$ cat config.mk
export PLATFORM = sky130hd
export DESIGN_NAME = hamming_serial_router_flat
export DESIGN_NICKNAME = d
export VERILOG_FILES = /design/src/rtl/hamming_router_pkg.sv /design/src/rtl/hamming_serial_router_if.sv /design/src/rtl/hamming74_enc.sv /design/src/rtl/hamming_serial_router.sv /design/src/flat_wrapper.sv
export SDC_FILE = /design/constraint.sdc
export NUM_CORES = 1
export LEC_CHECK = 0
export ABC_CLOCK_PERIOD_IN_PS = 1350
export CAP_MARGIN = 25
export CORE_MARGIN = 1
export CORE_UTILIZATION = 35
export CTS_CLUSTER_SIZE = 20
export DETAILED_ROUTE_END_ITERATION = 8
export HOLD_SLACK_MARGIN = 0.08
export PLACE_DENSITY = 0.6
export SLEW_MARGIN = 20
export SYNTH_ARGS = -nofsm -noshare
export SYNTH_HDL_FRONTEND = slang
export SYNTH_HIERARCHICAL = 1
export SYNTH_SLANG_ARGS = --single-unit
$ cat constraint.sdc
create_clock -name clk -period 1.35 [get_ports clk]
set_input_delay 0.27 -clock clk [delete_from_list [all_inputs] [get_ports clk]]
set_output_delay 0.27 -clock clk [all_outputs]
set_load 0.01 [all_outputs]
$ cat src/rtl/hamming_router_pkg.sv
// Shared definitions for the Hamming serial router.
//   - state_t        : serialiser FSM encoding (IDLE / SEND)
//   - CW_LEN, POS_*  : codeword length and on-wire bit order (index 0 goes first)
//   - parity3/7      : XOR helpers used for the Hamming and overall parity bits
package hamming_router_pkg;

  typedef enum logic {
    IDLE = 1'b0,
    SEND = 1'b1
  } state_t;

  localparam int CW_LEN = 7;

  // Transmission order: p1, p2, d0, p4, d1, d2, d3, then p0 when SECDED is on.
  localparam int POS_P1 = 0;
  localparam int POS_P2 = 1;
  localparam int POS_D0 = 2;
  localparam int POS_P4 = 3;
  localparam int POS_D1 = 4;
  localparam int POS_D2 = 5;
  localparam int POS_D3 = 6;
  localparam int POS_P0 = 7;

  function automatic logic parity3(input logic a, input logic b, input logic c);
    return a ^ b ^ c;
  endfunction

  function automatic logic parity7(input logic [CW_LEN-1:0] v);
    return ^v;
  endfunction

endpackage

$ cat src/rtl/hamming_serial_router_if.sv
// Bus bundle between a nibble producer and the Hamming serial router.
//   in_valid/in_ready/in_sel/in_data : nibble offer handshake and destination channel
//   strobe                           : serialisation advance enable
//   d_out/d_valid                    : per-channel serial bit and its valid marker
//   d_first/d_last                   : first / last bit of the frame
//   busy                             : router is sending a frame
// master = producer/consumer side, slave = router side.
interface hamming_serial_router_if #(
  parameter int N_CH = 4
);
  localparam int SEL_W = $clog2(N_CH);

  logic             in_valid;
  logic             in_ready;
  logic [SEL_W-1:0] in_sel;
  logic [3:0]       in_data;
  logic             strobe;
  logic [N_CH-1:0]  d_out;
  logic [N_CH-1:0]  d_valid;
  logic             d_first;
  logic             d_last;
  logic             busy;

  modport master (
    output in_valid, in_sel, in_data, strobe,
    input  in_ready, d_out, d_valid, d_first, d_last, busy
  );

  modport slave (
    input  in_valid, in_sel, in_data, strobe,
    output in_ready, d_out, d_valid, d_first, d_last, busy
  );

endinterface

$ cat src/rtl/hamming74_enc.sv
// Combinational Hamming(7,4) encoder.
//   data     : 4-bit payload, data[0] = d0 ... data[3] = d3
//   codeword : 7-bit codeword laid out in transmission order (bit 0 goes first)
module hamming74_enc
  import hamming_router_pkg::*;
(
  input  logic [3:0]        data,
  output logic [CW_LEN-1:0] codeword
);

  always_comb begin
    codeword         = '0;
    codeword[POS_P1] = parity3(data[0], data[1], data[3]);
    codeword[POS_P2] = parity3(data[0], data[2], data[3]);
    codeword[POS_D0] = data[0];
    codeword[POS_P4] = parity3(data[1], data[2], data[3]);
    codeword[POS_D1] = data[1];
    codeword[POS_D2] = data[2];
    codeword[POS_D3] = data[3];
  end

endmodule

$ cat src/rtl/hamming_serial_router.sv
// Hamming serial router: accepts a nibble plus a channel index, encodes it as a
// Hamming(7,4) codeword (optionally extended with an overall parity bit) and
// shifts it out one bit per strobe on the selected channel.
//   clk, rst_n : clock, asynchronous active-low reset
//   bus        : slave side of hamming_serial_router_if (handshake, strobe,
//                per-channel serial outputs, frame markers, busy)
module hamming_serial_router
  import hamming_router_pkg::*;
#(
  parameter int N_CH   = 4,
  parameter int SECDED = 0
) (
  input  logic                    clk,
  input  logic                    rst_n,
  hamming_serial_router_if.slave  bus
);

  localparam int SEL_W     = $clog2(N_CH);
  localparam int FRAME_LEN = CW_LEN + SECDED;
  localparam int IDX_W     = $clog2(FRAME_LEN);
  localparam logic [IDX_W-1:0] LAST_IDX = IDX_W'(FRAME_LEN - 1);

  state_t               state_q, state_d;
  logic [IDX_W-1:0]     idx_q, idx_d;
  logic [FRAME_LEN-1:0] frame_q, frame_d, frame_new;
  logic [SEL_W-1:0]     sel_q, sel_d;
  logic [N_CH-1:0]      sel_onehot;
  logic [CW_LEN-1:0]    cw;
  logic                 at_last, ready, accept;

  logic [N_CH-1:0]      d_out_p1, d_out_d;
  logic [N_CH-1:0]      vld_p1, vld_d;
  logic                 first_p1, first_d;
  logic                 last_p1, last_d;

  hamming74_enc u_enc (
    .data     (bus.in_data),
    .codeword (cw)
  );

  if (SECDED != 0) begin : g_secded
    always_comb begin
      frame_new               = '0;
      frame_new[CW_LEN-1:0]   = cw;
      frame_new[POS_P0]       = parity7(cw);
    end
  end else begin : g_plain
    assign frame_new = cw;
  end

  assign sel_onehot = N_CH'(1) << sel_q;
  assign at_last    = (idx_q == LAST_IDX);
  // A new nibble may land on the edge that ships the last bit, so frames abut.
  assign ready      = (state_q == IDLE) || (bus.strobe && at_last);
  assign accept     = bus.in_valid && ready;

  always_comb begin
    state_d = state_q;
    idx_d   = idx_q;
    frame_d = frame_q;
    sel_d   = sel_q;
    d_out_d = '0;
    vld_d   = '0;
    first_d = 1'b0;
    last_d  = 1'b0;

    case (state_q)
      IDLE: begin
        if (accept) state_d = SEND;
      end
      SEND: begin
        if (bus.strobe) begin
          d_out_d = sel_onehot & {N_CH{frame_q[idx_q]}};
          vld_d   = sel_onehot;
          first_d = (idx_q == '0);
          last_d  = at_last;
          if (at_last) begin
            idx_d = '0;
            if (!accept) state_d = IDLE;
          end else begin
            idx_d = idx_q + 1'b1;
          end
        end
      end
      default: state_d = IDLE;
    endcase

    if (accept) begin
      frame_d = frame_new;
      sel_d   = bus.in_sel;
      idx_d   = '0;
    end
  end

  // Stage p1: control state and registered serial outputs
  always_ff @(posedge clk or negedge rst_n) begin
    if (!rst_n) begin
      state_q  <= IDLE;
      idx_q    <= '0;
      d_out_p1 <= '0;
      vld_p1   <= '0;
      first_p1 <= 1'b0;
      last_p1  <= 1'b0;
    end else begin
      state_q  <= state_d;
      idx_q    <= idx_d;
      d_out_p1 <= d_out_d;
      vld_p1   <= vld_d;
      first_p1 <= first_d;
      last_p1  <= last_d;
    end
  end

  // Captured frame and destination are only read while in SEND.
  always_ff @(posedge clk) begin
    frame_q <= frame_d;
    sel_q   <= sel_d;
  end

  assign bus.in_ready = ready;
  assign bus.d_out    = d_out_p1;
  assign bus.d_valid  = vld_p1;
  assign bus.d_first  = first_p1;
  assign bus.d_last   = last_p1;
  assign bus.busy     = (state_q == SEND);

endmodule

$ cat src/flat_wrapper.sv
// flat-port wrapper written by rule: the top's interface ports become plain ports
module hamming_serial_router_flat import hamming_router_pkg::*;
#(
  parameter int N_CH   = 4,
  parameter int SECDED = 0
)
  (clk, rst_n, bus_in_valid, bus_in_sel, bus_in_data, bus_strobe, bus_in_ready, bus_d_out, bus_d_valid, bus_d_first, bus_d_last, bus_busy);
  hamming_serial_router_if #(.N_CH(N_CH)) bus_i ();
  input  logic clk;
  input  logic rst_n;
  input wire logic [$bits(bus_i.in_valid)-1:0] bus_in_valid;
  input wire logic [$bits(bus_i.in_sel)-1:0] bus_in_sel;
  input wire logic [$bits(bus_i.in_data)-1:0] bus_in_data;
  input wire logic [$bits(bus_i.strobe)-1:0] bus_strobe;
  output wire logic [$bits(bus_i.in_ready)-1:0] bus_in_ready;
  output wire logic [$bits(bus_i.d_out)-1:0] bus_d_out;
  output wire logic [$bits(bus_i.d_valid)-1:0] bus_d_valid;
  output wire logic [$bits(bus_i.d_first)-1:0] bus_d_first;
  output wire logic [$bits(bus_i.d_last)-1:0] bus_d_last;
  output wire logic [$bits(bus_i.busy)-1:0] bus_busy;
  assign bus_i.in_valid = bus_in_valid;
  assign bus_i.in_sel = bus_in_sel;
  assign bus_i.in_data = bus_in_data;
  assign bus_i.strobe = bus_strobe;
  assign bus_in_ready = bus_i.in_ready;
  assign bus_d_out = bus_i.d_out;
  assign bus_d_valid = bus_i.d_valid;
  assign bus_d_first = bus_i.d_first;
  assign bus_d_last = bus_i.d_last;
  assign bus_busy = bus_i.busy;
  hamming_serial_router #(.N_CH(N_CH), .SECDED(SECDED)) u_core (.clk(clk), .rst_n(rst_n), .bus(bus_i));
endmodule
==> impl_results.md, run 1 <==
* Status: complete, but fails checks
* Failing checks: negative setup slack
* Cell Rows at 18
* Clk buf depth at 2
* Tmin final at 1.39 ns
* Port buffer count at 21
* Final hold violation count at 0
* CP Data Required Time at about 1.1 ns
* Simple-Gate Fraction of Synth Area at between 15 and 20%
* Main combinational cell family by area after synthesis: simple AND/OR/NAND/NOR gates
* Most common library cells after synthesis: 14 x dfrtp_1, 9 x edfxtp_1, 6 x nand2_1
* Die Span Y at between 50 and 60 um
* Synth async-reset ratio at approximately three fifths
* Gate Count Post-Synth at 71
* Hold WC Path Type: input port to asynchronous set/reset pin
* EDFF count, synth at 9
* Adder-cell share of the synthesized area at 0%
* CTS tree: built
* Syn Area/Cell at roughly 14 sq um
* # DRC at 0
* Total Wirelength at roughly 1700 um
* Synth warn at 6
* Largest net degree at the start of global routing at 15
* Nets at approximately 110
* CP Class: flip-flop to output port
* WL/cell at approximately 12 um
* CTS buffer count at 3
* Worst-path clk slew at about 0.13 ns
* Cell Area, Synth at just under 0.001 sq mm
* Post-synthesis mux area share at roughly 4.1%
* Worst R2R Path Depth at 4
* Syn_nets at roughly 80
* Via count at roughly 640
* CP max FO at 2
* Avg Vias per Cell at just under 5
* Dpl hpwl at 1230 um
* Crit path launch: u_core/idx_q[0]
* F_max at 719 MHz
* Ant. Diodes at 0
* Root Driver: clkbuf_4
* Finished Core Util at about half
* IO Pins at 22
* Later-pin clock latency in the skew report at about 0.31 ns
* Leading area contributor after synthesis: dfrtp_1
* Peak supply drop at around 0.74 mV
* Final period util at 103%
* Post-synthesis xor/xnor area fraction at around 7.2%
* Slew @ Worst Pin at 0.220 ns
* CTS Hold Bufs at 0
* Ratio of cells with drive above 1 in the final layout at between 20% and 30%
* Unique cell type count in the Yosys netlist at 23
* Die Wd at 55.0 um
* Vias in the first global route at around 600
* GP Congestion at ~0.84
* Area growth syn-to-layout at 32.8%
* Starting density of the core at a little under two fifths
* Compound-Gate Fraction of Synth Area at 5.21%
* Unrepaired setup endpoints after global routing: true
* Slew HR at roughly 85%
* Largest cells by area after synthesis: dfrtp_1 36%, edfxtp_1 27%, xor3_1 7.2%
* PwrDens at 1440 mW/mm^2
* GR Overflow Total at 0
* DIE AREA at approximately 0.0030 sq mm
* Worst Skew at approximately 0.0043 ns
* First-pass GRT wire length at 2480 um
* Max cap viols at 0
* Most numerous cell in the Yosys netlist: dfrtp_1
* Initial antenna violation count at 0
* Slew Viols, Final at 0
* P_leak at 0.000623 uW
* CP Launch Type: flip-flop
* DP Area at around 0.0013 sq mm
* Num Clock Sinks at 23
* Total GRT Usage at between 10 and 15%
* Seq/Total Area, Yosys at between 60% and 70%
* Core area at 0.00257 sq mm
* Total power at between 1500 and 2000 uW
* Setup violations, final at 1
* Detailed Route Iter0 Violations at 9
* CP Capture Type: output port
* Post-route cell area at roughly 0.0013 sq mm
* Synth top area share at between 30% and 40%
* Arrival @ worst endpoint at between 1 and 1.5 ns
* Synth Register Bits at 23
* Routed Antenna Nets at 0
* Primary FF master, synth: dfrtp_1
* H-tree levels at 1
* Setup ws final at -0.0412 ns
* RR Startpoint: u_core/idx_q[0]
* Drt pass-1 iters at 4
==> cell usage in the layout (no fill, tap or decap), types with 2 or more instances in the layout <==
cell type	instances
buf_4	12
dfrtp_1	14
nand3b_1	2
nand2_1	6
dlygate4sd2_1	12
nor2b_1	2
nor3b_1	3
xor3_1	3
nor3_1	2
clkdlybuf4s50_1	8
o21ai_0	3
nor2_1	4
clkbuf_4	3
nand2b_1	2
edfxtp_1	9
mux2i_1	4
==> power breakdown <==
group | switching, uW | internal [uW] | leakage [uW]
clock network | 204 | 115 | 0.0000150
registers | 39.8 | 835 | 0.000263
logic | 338 | 352 | 0.000345
total | 582 | 1300 | 0.000623
==> worst max-delay path: stages, from the launching register on <==
cell and delay (ns):
dfrtp_1 0.41, nand2b_4 0.15, o21ai_2 0.12, buf_2 0.14
==> state kept, by name, summed over array words and instances, names as in the netlist <==
signal              cells
u_core/bus.d_last       1
u_core/frame_q          7
u_core/bus.busy         1
u_core/bus.d_first      1
u_core/sel_q            2
u_core/idx_q            3
u_core/bus.d_valid      4
u_core/bus.d_out        4
==> what timing repair did <==
action	4_1_cts	5_1_grt
setup endpoints to repair	16	5
gates cloned	0	0
buffers inserted	1	0
pin swaps	1	1
resized for setup	17	2
==> final timing paths <==
check                      slack [ns]                     to
max                             -0.04           bus_in_ready
min in group clk                 0.51        u_core/sel_q[0]
min                              0.25    u_core/bus.d_out[3]
min reg2reg                      0.53  u_core/bus.d_valid[2]
max in group asynchronous        0.94        u_core/idx_q[2]
max reg2reg                      0.06    u_core/bus.d_out[0]
==> kinds of logic (layout without fill, tap and decap cells) <==
kind of cell | Yosys count | after routing
mux | 4 | 4
flops | 23 | 23
simple gates | 28 | 28
buf+inv | 5 | 37
xor+xnor | 3 | 3
compound gates | 8 | 8
==> area by class of cell <==
type / instances / area (sq um)
clock buffer: 4 / 26.3
sequential: 23 / 621
tap: 30 / 37.5
fill: 247 / 1260
timing repair buffer: 33 / 280
multi-input combinational: 43 / 343
==> stage by stage <==
step                      worst slack [ns]  TNS [ns]  std cells  hold slack [ns]
final                              -0.0412   -0.0412        133            0.247
after global routing                -0.107    -0.171        133            0.263
after CTS                          -0.0667   -0.0667        133            0.245
after detailed placement            -0.471     -4.21        128            0.512
after global placement              -0.471     -4.18        128            0.513
after floorplan                     0.0255         0         71          -0.0256
==> per-layer routing <==
layer	vias up	part of all wire, %	GRT usage [%]
li1	311	-	-
met1	310	44	14.1
met2	16	51	20.9
met3	2	4.7	2.46
met4	0	0.79	7.50
met5	-	0	0
Power figures use the tool's default switching activity.
==> run 2: changes to the inputs <==
--- a/config.mk
+++ b/config.mk
@@ -12,9 +12,8 @@
 export CTS_CLUSTER_SIZE = 20
 export DETAILED_ROUTE_END_ITERATION = 8
 export HOLD_SLACK_MARGIN = 0.08
-export PLACE_DENSITY = 0.6
+export PLACE_DENSITY = 0.61
 export SLEW_MARGIN = 20
 export SYNTH_ARGS = -nofsm -noshare
 export SYNTH_HDL_FRONTEND = slang
-export SYNTH_HIERARCHICAL = 1
 export SYNTH_SLANG_ARGS = --single-unit
==> impl_results.md, run 2 <==
* DIE AREA at 0.00293 sq mm (-3.3%)
* Setup TNS at -0.404 ns (-0.363 ns)
* CP max FO at 2 (unchanged)
* Most common cell after layout, fill and taps aside: buf_4
* Finished Core Util at 54.7% (+3.8 points)
* Total Wirelength at 1680 um (+1.8%)
* IO Pins at 22 (unchanged)
* # DRC at 0 (unchanged)
* Most common library cells after synthesis: 14 x dfrtp_1, 9 x edfxtp_1, 8 x mux2i_1, 5 x xnor2_1
* Seq/Total Area, Yosys at 65.3% (+2.2 points)
* Post-synthesis mux area share at 8.42% (+4.4 points)
* Gate Count Post-Synth at 71 (unchanged)
* Worst R2R Path Depth at 5 (+1)
* Setup violations, final at 11 (+10)
* Largest reg by FF count: u_core.frame_q
* CTS buffer count at 3 (unchanged)
* Hold slack at 0.258 ns (+0.0107 ns)
* Unique cell type count in the Yosys netlist at 25 (+8.7%)
* Slew HR at 79.9% (-5.3 points)
* Synth Register Bits at 23 (unchanged)
* Syn Area/Cell at 13.4 sq um (-3.4%)
* Number of flip-flops in the largest register at 7 (unchanged)
* Met1 usage at 17.2% (+3.1 points)
* GR Overflow Total at 0 (unchanged)
* Compound-Gate Fraction of Synth Area at 4.34% (-0.87 points)
* P_leak at 0.000657 uW (+5.3%)
* Worst-path clk slew at 0.13 ns (about the same)
* First-pass GRT wire length at 2770 um (+12%)
* Port buffer count at 21 (unchanged)
* Syn_nets at 81 (unchanged)
* Largest cells by area after synthesis: dfrtp_1 37%, edfxtp_1 28%, mux2i_1 8.4%
* CP Data Required Time at 1.08 ns (about the same)
* Avg Vias per Cell at 4.74 (-1.4%)
* Adder-cell share of the synthesized area at 0% (unchanged)
* Largest net degree at the start of global routing at 15 (unchanged)
* Drt pass-1 iters at 3 (-1)
* Setup ws final at -0.0985 ns (-0.0573 ns)
* Simple-Gate Fraction of Synth Area at 13.9% (-2.3 points)
* Slew Viols, Final at 0 (unchanged)
* Failing checks: negative setup slack
* Most frequent cells in the layout: 16 x buf_4, 14 x dfrtp_1, 12 x dlygate4sd2_1, 9 x edfxtp_1
* Primary FF master, synth: dfrtp_1
* Max cap viols at 0 (unchanged)
* Die Span Y at 54.1 um (-1.7%)
* Area of the multi-input gates at 354 sq um (+3.3%)
* Final period util at 107% (+4.2 points)
* Starting density of the core at 37.7% (-0.65 points)
* Die Wd at 54.1 um (-1.7%)
* Peak supply drop at 0.740 mV (+0.49%)
* Leading area contributor after synthesis: dfrtp_1
* Main combinational cell family by area after synthesis: simple AND/OR/NAND/NOR gates
* Slew @ Worst Pin at 0.299 ns (+0.0794 ns)
* WL/cell at 11.9 um (-4.0%)
* Ratio of cells with drive above 1 in the final layout at 30.6% (+9.3 points)
* Total GRT Usage at 13.5% (+1.2 points)
* GP Congestion at 0.790 (-5.4%)
* Final hold violation count at 0 (unchanged)
* Initial antenna violation count at 0 (unchanged)
* Arrival @ worst endpoint at 1.18 ns (+0.06 ns)
* Nets at 122 (+7.0%)
* Later-pin clock latency in the skew report at 0.30 ns (about the same)
* Root Driver: clkbuf_4
* Most numerous cell in the Yosys netlist: dfrtp_1
* Core area at 0.00252 sq mm (-1.8%)
* Synth top area share at 36.8% (+1.3 points)
* Synth async-reset ratio at 60.9% (unchanged)
* Cell Rows at 18 (unchanged)
* CP Launch Type: flip-flop
* Post-synthesis xor/xnor area fraction at 4.61% (-2.6 points)
* Via count at 668 (+4.5%)
* Ant. Diodes at 0 (unchanged)
* EDFF count, synth at 9 (unchanged)
* Unrepaired setup endpoints after global routing: true
* Detailed Route Iter0 Violations at 2 (-7)
* Dpl ws at -0.567 ns (-0.0963 ns)
* Tmin final at 1.45 ns (+0.0573 ns)
* Busiest metal layer after global routing: met2
* Cell Area, Synth at 951 sq um (-3.4%)
* Routed Antenna Nets at 0 (unchanged)
* H-tree levels at 1 (unchanged)
* Worst Skew at 0.00692 ns (+0.00260 ns)
* CP Capture Type: output port
* CTS tree: built
* Hold WC Path Type: input port to asynchronous set/reset pin
* Met2 global-route usage at 22.4% (+1.5 points)
* Vias in the first global route at 625 (+7.2%)
* Fill count at 225 (-8.9%)
* Area growth syn-to-layout at 45.1%
* Num Clock Sinks at 23 (unchanged)
* PwrDens at 1420 mW/mm^2 (-1.6%)
* Met3 Usage GRT at 3.39% (+0.93 points)
* F_max at 690 MHz (-4.0%)
* Register area at 621 sq um (unchanged)
* CP Class: flip-flop to output port
* Status: complete, but fails checks
* Dpl hpwl at 1170 um (-4.8%)
* Clk buf depth at 2 (unchanged)
* Total power at 1960 uW (+3.9%)
* Synth warn at 0 (-6)
==> run 2: logic make-up after synthesis <==
kind of cell / after synthesis
AO/OA/AOI/OAI: 6
AND/OR/NAND/NOR: 23
multiplexers: 8
buffers and inverters: 6
flip-flops: 23
XOR/XNOR: 5
==> run 2: worst max-delay path: stages (launching register included) <==
cell and delay, ns:
dfrtp_1 0.41, nand2_4 0.07, o31ai_4 0.24, buf_2 0.17
==> run 2: where the power goes <==
group	switching [uW]	leakage (uW)	total, uW	internal, uW
sequential	59.3	0.000263	889	829
combinational	370	0.000376	756	387
clock	201	0.0000177	312	110
total	630	0.000657	1960	1330
==> run 2: layer usage <==
layer  routed length, um  part of all wire [%]
met5                   0                     0
met3                  64                   3.8
met1                 796                    47
met4                  15                  0.89
met2                 803                    48
==> run 2: final timing paths <==
kind / startpoint / slack, ns / to
setup / recovery: u_core.idx_q[2] / -0.1 / bus_in_ready
hold / removal: rst_n / 0.26 / u_core.bus.d_out[3]
setup reg to reg: u_core.idx_q[2] / -0.04 / u_core.frame_q[1]
hold reg to reg: u_core.sel_q[0] / 0.52 / u_core.bus.d_out[2]
max in group asynchronous: rst_n / 0.92 / u_core.bus.d_out[1]
min in group clk: bus_in_sel[0] / 0.52 / u_core.sel_q[0]
==> run 2: cell type report <==
cell class | count | share of cell area, %
timing repair buffer | 39 | 24.1
sequential | 23 | 45.0
multi-input combinational | 43 | 25.7
inverter | 2 | 0.544
tap | 30 | 2.72
clock buffer | 3 | 1.63
clock inverter | 1 | 0.363
==> run 2: repair_timing <==
item | CTS | global route
setup endpoints to repair | 23 | 13
cloned | 1 | 0
resized for setup | 17 | 8
buffers inserted | 2 | 1
pin swaps | 5 | 6
hold buffers | 0 | 0
hold endpoints to repair | 0 | 0
==> run 2: stage by stage <==
stage	area, sq um	instances
floorplan	976	71
global placement	1310	133
global route	1380	141
finish	1380	141
detailed placement	1310	133
CTS	1340	140
==> run 3: changes to the inputs <==
--- a/config.mk
+++ b/config.mk
@@ -8,11 +8,11 @@
 export ABC_CLOCK_PERIOD_IN_PS = 1350
 export CAP_MARGIN = 25
 export CORE_MARGIN = 1
-export CORE_UTILIZATION = 35
+export CORE_UTILIZATION = 40
 export CTS_CLUSTER_SIZE = 20
 export DETAILED_ROUTE_END_ITERATION = 8
 export HOLD_SLACK_MARGIN = 0.08
-export PLACE_DENSITY = 0.61
+export PLACE_DENSITY = 0.68
 export SLEW_MARGIN = 20
 export SYNTH_ARGS = -nofsm -noshare
 export SYNTH_HDL_FRONTEND = slang
==> impl_results.md, run 3 (same netlist as run 2, synthesis figures left out) <==
* Largest reg by FF count: u_core.frame_q
* Dpl hpwl at 1100 um (-5.8%)
* Avg Vias per Cell at 4.87 (+2.7%)
* Total Wirelength at 1580 um (-5.7%)
* Slew Viols, Final at 0 (unchanged)
* GR Overflow Total at 0 (unchanged)
* Num Clock Sinks at 23 (unchanged)
* Area growth syn-to-layout at 40.9%
* Setup TNS at -0.523 ns (-0.119 ns)
* Setup ws final at -0.112 ns (-0.0135 ns)
* Nets at 119 (-2.5%)
* WL/cell at 11.6 um (-2.2%)
* First-pass GRT wire length at 2590 um (-6.7%)
* Number of flip-flops in the largest register at 7 (unchanged)
* CP Launch Type: flip-flop
* CP Data Required Time at 1.08 ns (about the same)
* Cell Rows at 17 (-1)
* Port buffer count at 21 (unchanged)
* PwrDens at 1420 mW/mm^2 (+0.11%)
* Unrepaired setup endpoints after global routing: true
* Root Driver: clkbuf_4
* Via count at 662 (-0.90%)
* Die Wd at 50.8 um (-6.2%)
* Tmin final at 1.46 ns (+0.0135 ns)
* H-tree levels at 1 (unchanged)
* Max cap viols at 0 (unchanged)
* Drt pass-1 iters at 5 (+2)
* Setup violations, final at 10 (-1)
* Ratio of cells with drive above 1 in the final layout at 25.9% (-4.7 points)
* Starting density of the core at 42.6% (+4.9 points)
* Peak supply drop at 0.869 mV (+17%)
* # DRC at 0 (unchanged)
* Routed Antenna Nets at 0 (unchanged)
* Core area at 0.00223 sq mm (-11%)
* CP max FO at 2 (unchanged)
* Later-pin clock latency in the skew report at 0.30 ns (about the same)
* F_max at 684 MHz (-0.92%)
* Finished Core Util at 60.0% (+5.3 points)
* CP Capture Type: output port
* Slew HR at 77.6% (-2.3 points)
* Hold WC Path Type: input port to asynchronous set/reset pin
* P_leak at 0.000636 uW (-3.1%)
* Arrival @ worst endpoint at 1.19 ns (about the same)
* Status: complete, but fails checks
* Detailed Route Iter0 Violations at 6 (+4)
* Worst-path clk slew at 0.12 ns (about the same)
* CTS tree: built
* Total GRT Usage at 14.0% (+0.49 points)
* CTS buffer count at 3 (unchanged)
* Final period util at 108% (+1.0 points)
* Failing checks: negative setup slack
* Most frequent cells in the layout: 14 x buf_4, 14 x dfrtp_1, 12 x dlygate4sd2_1, 9 x edfxtp_1
* DIE AREA at 0.00258 sq mm (-12%)
* Initial antenna violation count at 0 (unchanged)
* GP Congestion at 0.785 (-0.66%)
* Worst Skew at 0.00375 ns (-0.00318 ns)
* Slew @ Worst Pin at 0.333 ns (+0.0342 ns)
* Clk buf depth at 2 (unchanged)
* IO Pins at 22 (unchanged)
* Largest net degree at the start of global routing at 15 (unchanged)
* Vias in the first global route at 637 (+1.9%)
* Final hold violation count at 0 (unchanged)
* Ant. Diodes at 0 (unchanged)
* Die Span Y at 50.8 um (-6.2%)
* CP Class: flip-flop to output port
==> run 3: critical path, stage by stage, from the launching register on <==
cell and delay (ns):
dfrtp_1 0.41, nand2_4 0.07, o31ai_4 0.24, buf_2 0.17
==> run 3: per-layer routing <==
metal | track usage [%] | part of all wire (%) | up-vias
met5 | 0 | 0 | -
met4 | 6.94 | 1.0 | 0
met3 | 2.73 | 3.7 | 2
met2 | 25.3 | 54 | 14
met1 | 15.5 | 42 | 320
li1 | - | - | 326
==> run 3: stage by stage <==
stage / setup slack, ns / power, uW / instance area (sq um) / instances / hold WS, ns
after floorplan: -0.0307 / 1350 / 976 / 71 / -0.0256
after global placement: -0.586 / 1580 / 1280 / 128 / 0.478
after detailed placement: -0.560 / 1590 / 1280 / 128 / 0.495
after CTS: -0.136 / 1880 / 1310 / 134 / 0.260
after global routing: -0.174 / 2020 / 1340 / 136 / 0.262
final: -0.112 / 1900 / 1340 / 136 / 0.262
==> run 3: worst paths after layout <==
check | startpoint | endpoint | slack (ns) | cells past startpoint
setup / recovery | u_core.idx_q[1] | bus_in_ready | -0.11 | 3
min in group clk | bus_in_sel[1] | u_core.sel_q[1] | 0.51 | 1
hold / removal | rst_n | u_core.bus.d_out[1] | 0.26 | 2
hold reg to reg | u_core.sel_q[0] | u_core.bus.d_valid[2] | 0.53 | 1
max in group asynchronous | rst_n | u_core.idx_q[2] | 0.93 | 2
setup reg to reg | u_core.idx_q[1] | u_core.frame_q[5] | -0.06 | 5
==> run 3: cell type report <==
| type | instances | area [sq um] |
|---|---|---|
| Fill cell | 194 | 893 |
| Sequential cell | 23 | 621 |
| Multi-Input combinational cell | 43 | 343 |
| Timing Repair Buffer | 36 | 307 |
| Tap cell | 28 | 35.0 |
| Clock buffer | 3 | 22.5 |
| Inverter | 2 | 7.51 |
| Clock inverter | 1 | 5.00 |
==> run 3: where the power goes <==
part | internal, uW | total [uW] | switching (uW)
registers | 830 | 886 | 56.5
clock network | 110 | 306 | 196
logic | 352 | 710 | 358
total | 1290 | 1900 | 610
==> run 3: what timing repair did <==
| item | 4_1_cts | 5_1_grt |
|---|---|---|
| hold buffers | 0 | 0 |
| buffers inserted | 1 | 2 |
| pin swaps | 4 | 4 |
| endpoints found under the setup margin | 23 | 12 |
| gates resized for setup | 18 | 3 |
| gates cloned | 1 | 0 |
